`src/rtl/uart_tx_serializer_pkg.sv`:
```
//==============================================================================
// Module      : uart_tx_serializer_pkg
// Description : Shared baud constants, FSM state encoding and sizing helper
//               for the 8N1 UART transmit serializer.
// Revision    : 1.0 - initial release
//==============================================================================
`default_nettype none

package uart_tx_serializer_pkg;

    // Clocks per bit for a 50 MHz system clock
    localparam int CLKS_PER_BIT_9600   = 5208;
    localparam int CLKS_PER_BIT_115200 = 434;

    localparam int DATA_BITS = 8;

    typedef enum logic [2:0] {
        TX_IDLE  = 3'd0,
        TX_READ  = 3'd1,
        TX_LATCH = 3'd2,
        TX_START = 3'd3,
        TX_DATA  = 3'd4,
        TX_STOP  = 3'd5
    } tx_state_t;

    // Width of a counter that spans 0..clks_per_bit-1; never narrower than 1
    function automatic int baud_cnt_width(input int clks_per_bit);
        return (clks_per_bit < 3) ? 1 : $clog2(clks_per_bit);
    endfunction

endpackage

`default_nettype wire

```
`src/rtl/uart_tx_serializer_baud_tick.sv`:
```
//==============================================================================
// Module      : uart_baud_tick
// Description : Wrap counter 0..CLKS_PER_BIT-1; tick marks the last cycle of
//               each bit period. clear restarts the period from zero.
// Revision    : 1.0 - initial release
//==============================================================================
`default_nettype none

module uart_baud_tick
    import uart_tx_serializer_pkg::*;
#(
    parameter int CLKS_PER_BIT = CLKS_PER_BIT_9600
) (
    input  logic clk,
    input  logic rst,
    input  logic clear,
    output logic tick
);

    localparam int               c_cnt_w = baud_cnt_width(CLKS_PER_BIT);
    localparam logic [c_cnt_w-1:0] c_last  = c_cnt_w'(CLKS_PER_BIT - 1);

    logic [c_cnt_w-1:0] r_count;

    always_ff @(posedge clk) begin
        if (rst || clear) begin
            r_count <= '0;
        end else if (r_count == c_last) begin
            r_count <= '0;
        end else begin
            r_count <= r_count + 1'b1;
        end
    end

    assign tick = (r_count == c_last);

endmodule

`default_nettype wire

```
`src/rtl/uart_tx_serializer.sv`:
```
//==============================================================================
// Module      : uart_tx_serializer
// Description : Pops bytes from a standard-read FIFO and sends each one as an
//               8N1 frame on txData. All outputs are registered.
// Revision    : 1.0 - initial release
//==============================================================================
`default_nettype none

module uart_tx_serializer
    import uart_tx_serializer_pkg::*;
#(
    parameter int CLKS_PER_BIT = CLKS_PER_BIT_9600   // legal 2..65535
) (
    input  logic       clk,
    input  logic       rst,
    input  logic       empty,
    input  logic [7:0] dout,
    output logic       readEn,
    output logic       txData,
    output logic       busy,
    output logic       txDone
);

    tx_state_t  r_state;
    logic [7:0] r_shift;
    logic [2:0] r_bit_idx;
    logic       w_tick;
    logic       w_clear;

    // Restart the bit period so START gets a full CLKS_PER_BIT cycles
    assign w_clear = (r_state == TX_LATCH);

    uart_baud_tick #(
        .CLKS_PER_BIT (CLKS_PER_BIT)
    ) u_baud_tick (
        .clk   (clk),
        .rst   (rst),
        .clear (w_clear),
        .tick  (w_tick)
    );

    always_ff @(posedge clk) begin
        if (rst) begin
            r_state   <= TX_IDLE;
            r_shift   <= '0;
            r_bit_idx <= '0;
            readEn    <= 1'b0;
            txData    <= 1'b1;
            busy      <= 1'b0;
            txDone    <= 1'b0;
        end else begin
            readEn <= 1'b0;
            txDone <= 1'b0;
            case (r_state)
                TX_IDLE: begin
                    txData <= 1'b1;
                    if (!empty) begin
                        r_state <= TX_READ;
                        readEn  <= 1'b1;
                        busy    <= 1'b1;
                    end
                end
                TX_READ: begin
                    r_state <= TX_LATCH;
                end
                TX_LATCH: begin
                    // Non-FWFT FIFO: data is valid the cycle after the strobe
                    r_shift   <= dout;
                    r_bit_idx <= '0;
                    txData    <= 1'b0;
                    r_state   <= TX_START;
                end
                TX_START: begin
                    if (w_tick) begin
                        txData  <= r_shift[0];
                        r_state <= TX_DATA;
                    end
                end
                TX_DATA: begin
                    if (w_tick) begin
                        r_shift   <= {1'b0, r_shift[7:1]};
                        r_bit_idx <= r_bit_idx + 3'd1;
                        if (r_bit_idx == 3'(DATA_BITS - 1)) begin
                            txData  <= 1'b1;
                            r_state <= TX_STOP;
                        end else begin
                            txData <= r_shift[1];
                        end
                    end
                end
                TX_STOP: begin
                    if (w_tick) begin
                        txDone  <= 1'b1;
                        busy    <= 1'b0;
                        r_state <= TX_IDLE;
                    end
                end
                default: begin
                    txData  <= 1'b1;
                    busy    <= 1'b0;
                    r_state <= TX_IDLE;
                end
            endcase
        end
    end

endmodule

`default_nettype wire

```
`config.mk`:
```
export PLATFORM = sky130hd
export DESIGN_NAME = uart_tx_serializer
export DESIGN_NICKNAME = d
export VERILOG_FILES = /design/src/rtl/uart_tx_serializer_pkg.sv /design/src/rtl/uart_tx_serializer_baud_tick.sv /design/src/rtl/uart_tx_serializer.sv
export SDC_FILE = /design/constraint.sdc
export NUM_CORES = 1
export LEC_CHECK = 0
export ABC_CLOCK_PERIOD_IN_PS = 2000
export BUFFER_PORTS_ARGS = -buffer_cell sky130_fd_sc_hd__buf_2
export CORE_MARGIN = 5
export CORE_UTILIZATION = 60
export CTS_BUF_LIST = sky130_fd_sc_hd__clkbuf_4 sky130_fd_sc_hd__clkbuf_8
export DETAILED_ROUTE_END_ITERATION = 12
export GPL_TIMING_DRIVEN = 0
export PLACE_DENSITY = 0.82
export SLEW_MARGIN = 10
export SYNTH_ARGS = -nofsm -noshare
export SYNTH_HDL_FRONTEND = slang
export SYNTH_SLANG_ARGS = --single-unit
export TNS_END_PERCENT = 10
```
`constraint.sdc`:
```
create_clock -name clk -period 2 [get_ports clk]
set_input_delay 0.2 -clock clk [delete_from_list [all_inputs] [get_ports clk]]
set_output_delay 0.2 -clock clk [all_outputs]
set_load 0.005 [all_outputs]
```
Word level (Yosys, flattened, before mapping):

Index checks and enable logic that the tools add are counted.
W data, S select, Z words.

* $add $sub $neg: 2
* eq/ne operators: 12
* mux-type cells: 19
* bitwise gates (word level): 4
* reductions and logical operators: 12

Operators with widths (count)
* $mux W3: 6
* $pmux W3 S6: 1
* $pmux W8 S2: 1
* $add A13 B1 Y13 const B: 1
* $eq A13 B13 Y1 const B: 1
* $eq A3 B3 Y1 const B: 3
* $mux W8: 1
* $reduce_or A2 Y1: 4
* $mux W1: 7
* $eq A3 B2 Y1 const B: 2
* $ne A2 B1 Y1 const B: 3
* $pmux W3 S2: 1
* $reduce_and A3 Y1: 2
* $reduce_and A5 Y1: 1
* $ne A2 B2 Y1 const B: 2
* $not A1 Y1: 4
* $pmux W1 S4: 1
* $reduce_or A4 Y1: 1
* $add A3 B1 Y3 const B: 1
* $eq A3 B1 Y1 const B: 1
* $logic_not A3 Y1: 1
* $pmux W1 S3: 1
* $reduce_and A2 Y1: 1
* $reduce_bool A2 Y1: 1
* $logic_or A1 B1 Y1: 1

* flip-flop bits (word level): 31
* bits of input ports: 11
* output and inout port bits: 4
* word-level logic and storage cells: 57

Logic depth before layout (Yosys ltp):

* depth in word-level cells: 4
* gate-level depth with buffers: 6
* depth with buffers taken out: 5

Modules after synthesis:

From an unflattened synthesis, not the netlist that was laid out.

* cells, all modules: 165
* area, all modules: 1587.8 um^2

Modules (own cells, without submodules)
* uart_tx_serializer: instances 1, cells each 93, area an instance 865.8 um^2, sequential area each 360.3 um^2
* uart_baud_tick: instances 1, cells each 72, area an instance 721.9 um^2, sequential area each 260.2 um^2

Least setup slack after synthesis:

OpenSTA, ideal clock, no wires.

* kind: reg2reg
* start point: register u_baud_tick.r_count[0]
* end point: register r_shift[0]
* setup time: 0.091 ns
* arrival time: 1.488 ns
* data required time: 1.909 ns
* slack: 0.421 ns
* cell stages (with the launch flop): 7
* buffers on the path: 1
* period minus slack after synthesis: 1.579 ns
* path through: dfxtp_1 > ha_1 > nor4b_4 > and4_1 > buf_4 > nor3_1 > a311oi_1

* longest elaborated chain between the ends: 3

Ends and longest elaborated chain
* from (decl): line uart_tx_serializer_baud_tick.sv:23 `logic [c_cnt_w-1:0] r_count;`
* from (signal assigned): line uart_tx_serializer_baud_tick.sv:31 `r_count <= r_count + 1'b1;`
* $eq A13 B13 Y1: line uart_tx_serializer_baud_tick.sv:35 `assign tick = (r_count == c_last);`
* $ne A2 B1 Y1 (no source line)
* $reduce_and A2 Y1 (no source line)
* to (signal assigned): line uart_tx_serializer.sv:68 `r_shift <= dout;`
* to (signal assigned): line uart_tx_serializer.sv:81 `r_shift <= {1'b0, r_shift[7:1]};`
* to (decl): line uart_tx_serializer.sv:25 `logic [7:0] r_shift;`

Every way passes these cells.
A chain may end at the register's enable or synchronous reset.

Worst setup path in the final report:

* start point: register u_baud_tick.r_count[0]
* end point: register r_bit_idx[2]

* longest elaborated chain between the ends: 3

Ends and longest elaborated chain
* $eq A13 B13 Y1: line uart_tx_serializer_baud_tick.sv:35
* $ne A2 B1 Y1 (no source line)
* $reduce_and A2 Y1 (no source line)
* to (signal assigned): line uart_tx_serializer.sv:82 `r_bit_idx <= r_bit_idx + 3'd1;`
* to (decl): line uart_tx_serializer.sv:26 `logic [2:0] r_bit_idx;`

Every way passes these cells.

==> results.json <==
{
  "clkSinkCount": 31,
  "layout.nets": 204,
  "cts-root-buf": "clkbuf_4",
  "drive_above_1_share_pct": 15.2,
  "ioPinCount": 15,
  "grt.busiest_layer": "met2",
  "ant_nets": 0,
  "multi_input_area_um2": 782,
  "fin_skew_ns": 0.00919,
  "dp_hpwl_um": 2210,
  "seq_area_frac_synth_pct": 43.1,
  "hold_viol": 0,
  "switching_power_w": 0.000320,
  "synth_area_leaders": "dfxtp_1 43%, nand2_1 6.0%, nor2_1 5.5%",
  "pwr-share-seq_pct": 52.0,
  "synth_cell_types": 29,
  "die_y_um": 59.0,
  "overflow": 0,
  "cell_internal_pwr_w": 0.000967,
  "drc": 0,
  "antenna_found_initial": 0,
  "synth_nets": 183,
  "avgSynthCellArea_um2": 8.53,
  "gr-usage-met3_pct": 6.54,
  "power_frac_comb_pct": 10.0,
  "drv_cap": 0,
  "outcome": "completed",
  "grtUsageTotal_pct": 19.4,
  "path_clk_slew_ns": 0.10,
  "grt_max_degree": 12,
  "slew_headroom_pct": 70.2,
  "gp_congestion": 0.813,
  "die_w_um": 59.0,
  "die_area_um2": 3480,
  "grt_use_met2_pct": 29.7,
  "cp-end-kind": "register",
  "initial_core_util_pct": 63.9,
  "yosysMostFrequentCell": "dfxtp_1",
  "cts_setup_buffers": 0,
  "switching_share_pct": 24.9,
  "slew_viol_final": 0,
  "p_leak_nw": 0.614,
  "cp-start-kind": "register",
  "path_cells": "ha_2 > nor4b_4 > and4_1 > buf_4 > o211ai_1 > a21oi_1",
  "postSynthCellCount": 169,
  "synthToLayoutAreaGrowth_pct": 13.3,
  "crit_type": "register to register",
  "register_area_um2": 621,
  "finalCritPeriodShare_pct": 90.1,
  "dr.first_iter.drc_count": 60,
  "antenna_cells": 0,
  "tightest_slew_ns": 0.448,
  "final_util_pct": 72.4,
  "grt_util_met1_pct": 23.6,
  "crit_arrival_ns": 2.05,
  "cts_hold_repair.buffers": 0,
  "syn_area_um2": 1440,
  "vias": 1300,
  "wire_per_inst_um": 14.0,
  "peakVddDrop_mv": 0.562,
  "fin_tns_setup_ns": 0,
  "wl_um": 3060,
  "cts-htree-levels": 2,
  "synth_top_flop_cell": "dfxtp_1",
  "rsz0062_at_grt": "false",
  "viasPerCell": 5.94,
  "rrSetupSlack_ns": 0.20,
  "ys_warn_count": 0,
  "clk_latency_ns": 0.34,
  "max_freq_ghz": 0.555,
  "cts_tree": "done",
  "setup_viol": 0,
  "clockPowerShare_pct": 38.1,
  "port-buffer-count": 14,
  "core_um2": 2250,
  "fillers": 193,
  "yosysTopAreaCell": "dfxtp_1",
  "numCtsBuffers": 5,
  "synthArstFlopShare_pct": 0,
  "cts_buffer_depth": 2,
  "grt_pass1_wl_um": 5090,
  "hp-class": "primary input to register",
  "max_stage_delay_ns": 0.41,
  "grt_pass1_vias": 1186,
  "post-route-min-period_ns": 1.80,
  "cp_data_required_time_ns": 2.25,
  "num_rows": 17,
  "cp_slowest_cell": "dfxtp_1",
  "p_per_area_nw_per_um2": 788,
  "dr.pass1.iters": 4,
  "ys_ff_latch": 31,
  "synth-edff-count": 0,
  "crit_path_max_fanout": 10,
  "synthTopCellsByCount": "31 x dfxtp_1, 23 x nand2_1, 21 x nor2_1, 10 x nand3_1, 10 x nor3_1",
  "yosysTopAreaCellShare_pct": 43.1
}
placed cells by master, fill, tap and decap left out, drive strengths merged, types with 4 or more instances in the layout:
master | netlist | final
dfxtp | 31 | 31
nand2 | 23 | 23
nor2 | 21 | 21
buf | 3 | 17
clkbuf | 6 | 11
nor3 | 10 | 10
nand3 | 10 | 10
a311oi | 7 | 7
a21oi | 7 | 7
xor2 | 7 | 7
nand4 | 6 | 6
and3 | 5 | 5
xnor2 | 4 | 4
flip-flops by register name, indices dropped and copies added (netlist names):
register,count
txData,1
busy,1
r_state,3
r_bit_idx,3
readEn,1
r_shift,8
txDone,1
u_baud_tick.r_count,13
power by group through the flow:
stage	Clock (W)	Combinational [W]	Sequential (W)
2_1_floorplan	0	0.0000895	0.000678
3_3_place_gp	0	0.000121	0.000680
3_5_place_dp	0	0.000126	0.000682
4_1_cts	0.000496	0.000127	0.000668
5_1_grt	0.000534	0.000144	0.000674
6_report	0.000490	0.000128	0.000669
stage by stage:
step | total power [W] | cell area (um2) | std cells | hold slack, ns | setup WS (ns)
after global placement | 0.000801 | 1550 | 211 | 0.444 | 0.214
final | 0.00129 | 1630 | 219 | 0.0905 | 0.198
after detailed placement | 0.000809 | 1550 | 211 | 0.448 | 0.194
after CTS | 0.00129 | 1630 | 219 | 0.0828 | 0.146
after global routing | 0.00135 | 1630 | 219 | 0.0732 | 0.0129
after floorplan | 0.000767 | 1440 | 169 | 0.336 | 0.421
layout make-up:
cell class,count,area share [%]
Buffer,9,2.45
Clock buffer,5,2.30
Sequential cell,31,38.0
Timing Repair Buffer,14,4.29
Clock inverter,3,2.68
Inverter,1,0.230
Tap cell,28,2.15
Multi-Input combinational cell,128,47.9
path summary, 6_finish.rpt:
| check | startpoint | to | depth (start not counted) |
|---|---|---|---|
| setup / recovery | u_baud_tick.r_count[0] | r_bit_idx[2] | 6 |
| hold / removal | dout[7] | r_shift[7] | 3 |
| setup reg to reg | u_baud_tick.r_count[0] | r_bit_idx[2] | 6 |
| hold reg to reg | r_shift[7] | r_shift[7] | 2 |
routing by layer:
metal	vias up	wire length, um
met2	42	1430
met3	6	215
li1	651	-
met5	-	0
met1	601	1350
met4	0	60
what timing repair did:
action                                  CTS  global route
endpoints found under the setup margin    0             8
resized for setup                         0             2
endpoints found under the hold margin     0             0
worst max-delay path, delay by kind of cell, from the launching register on:
kind | cells | cell delay [ns]
simple gates | 2 | 0.55
flops | 1 | 0.41
compound gates | 2 | 0.33
fa+ha+maj | 1 | 0.26
buf+inv | 1 | 0.17
cell families (layout without fill, tap and decap cells):
| logic type | Yosys count | after routing | synth area share (%) |
|---|---|---|---|
| xor+xnor | 11 | 11 | 6.68 |
| compound gates | 25 | 25 | 12.1 |
| flops | 31 | 31 | 43.1 |
| buf+inv | 10 | 32 | 3.04 |
| fa+ha+maj | 3 | 3 | 2.60 |
| simple gates | 89 | 89 | 32.6 |
(Power assumes the default switching activity.)
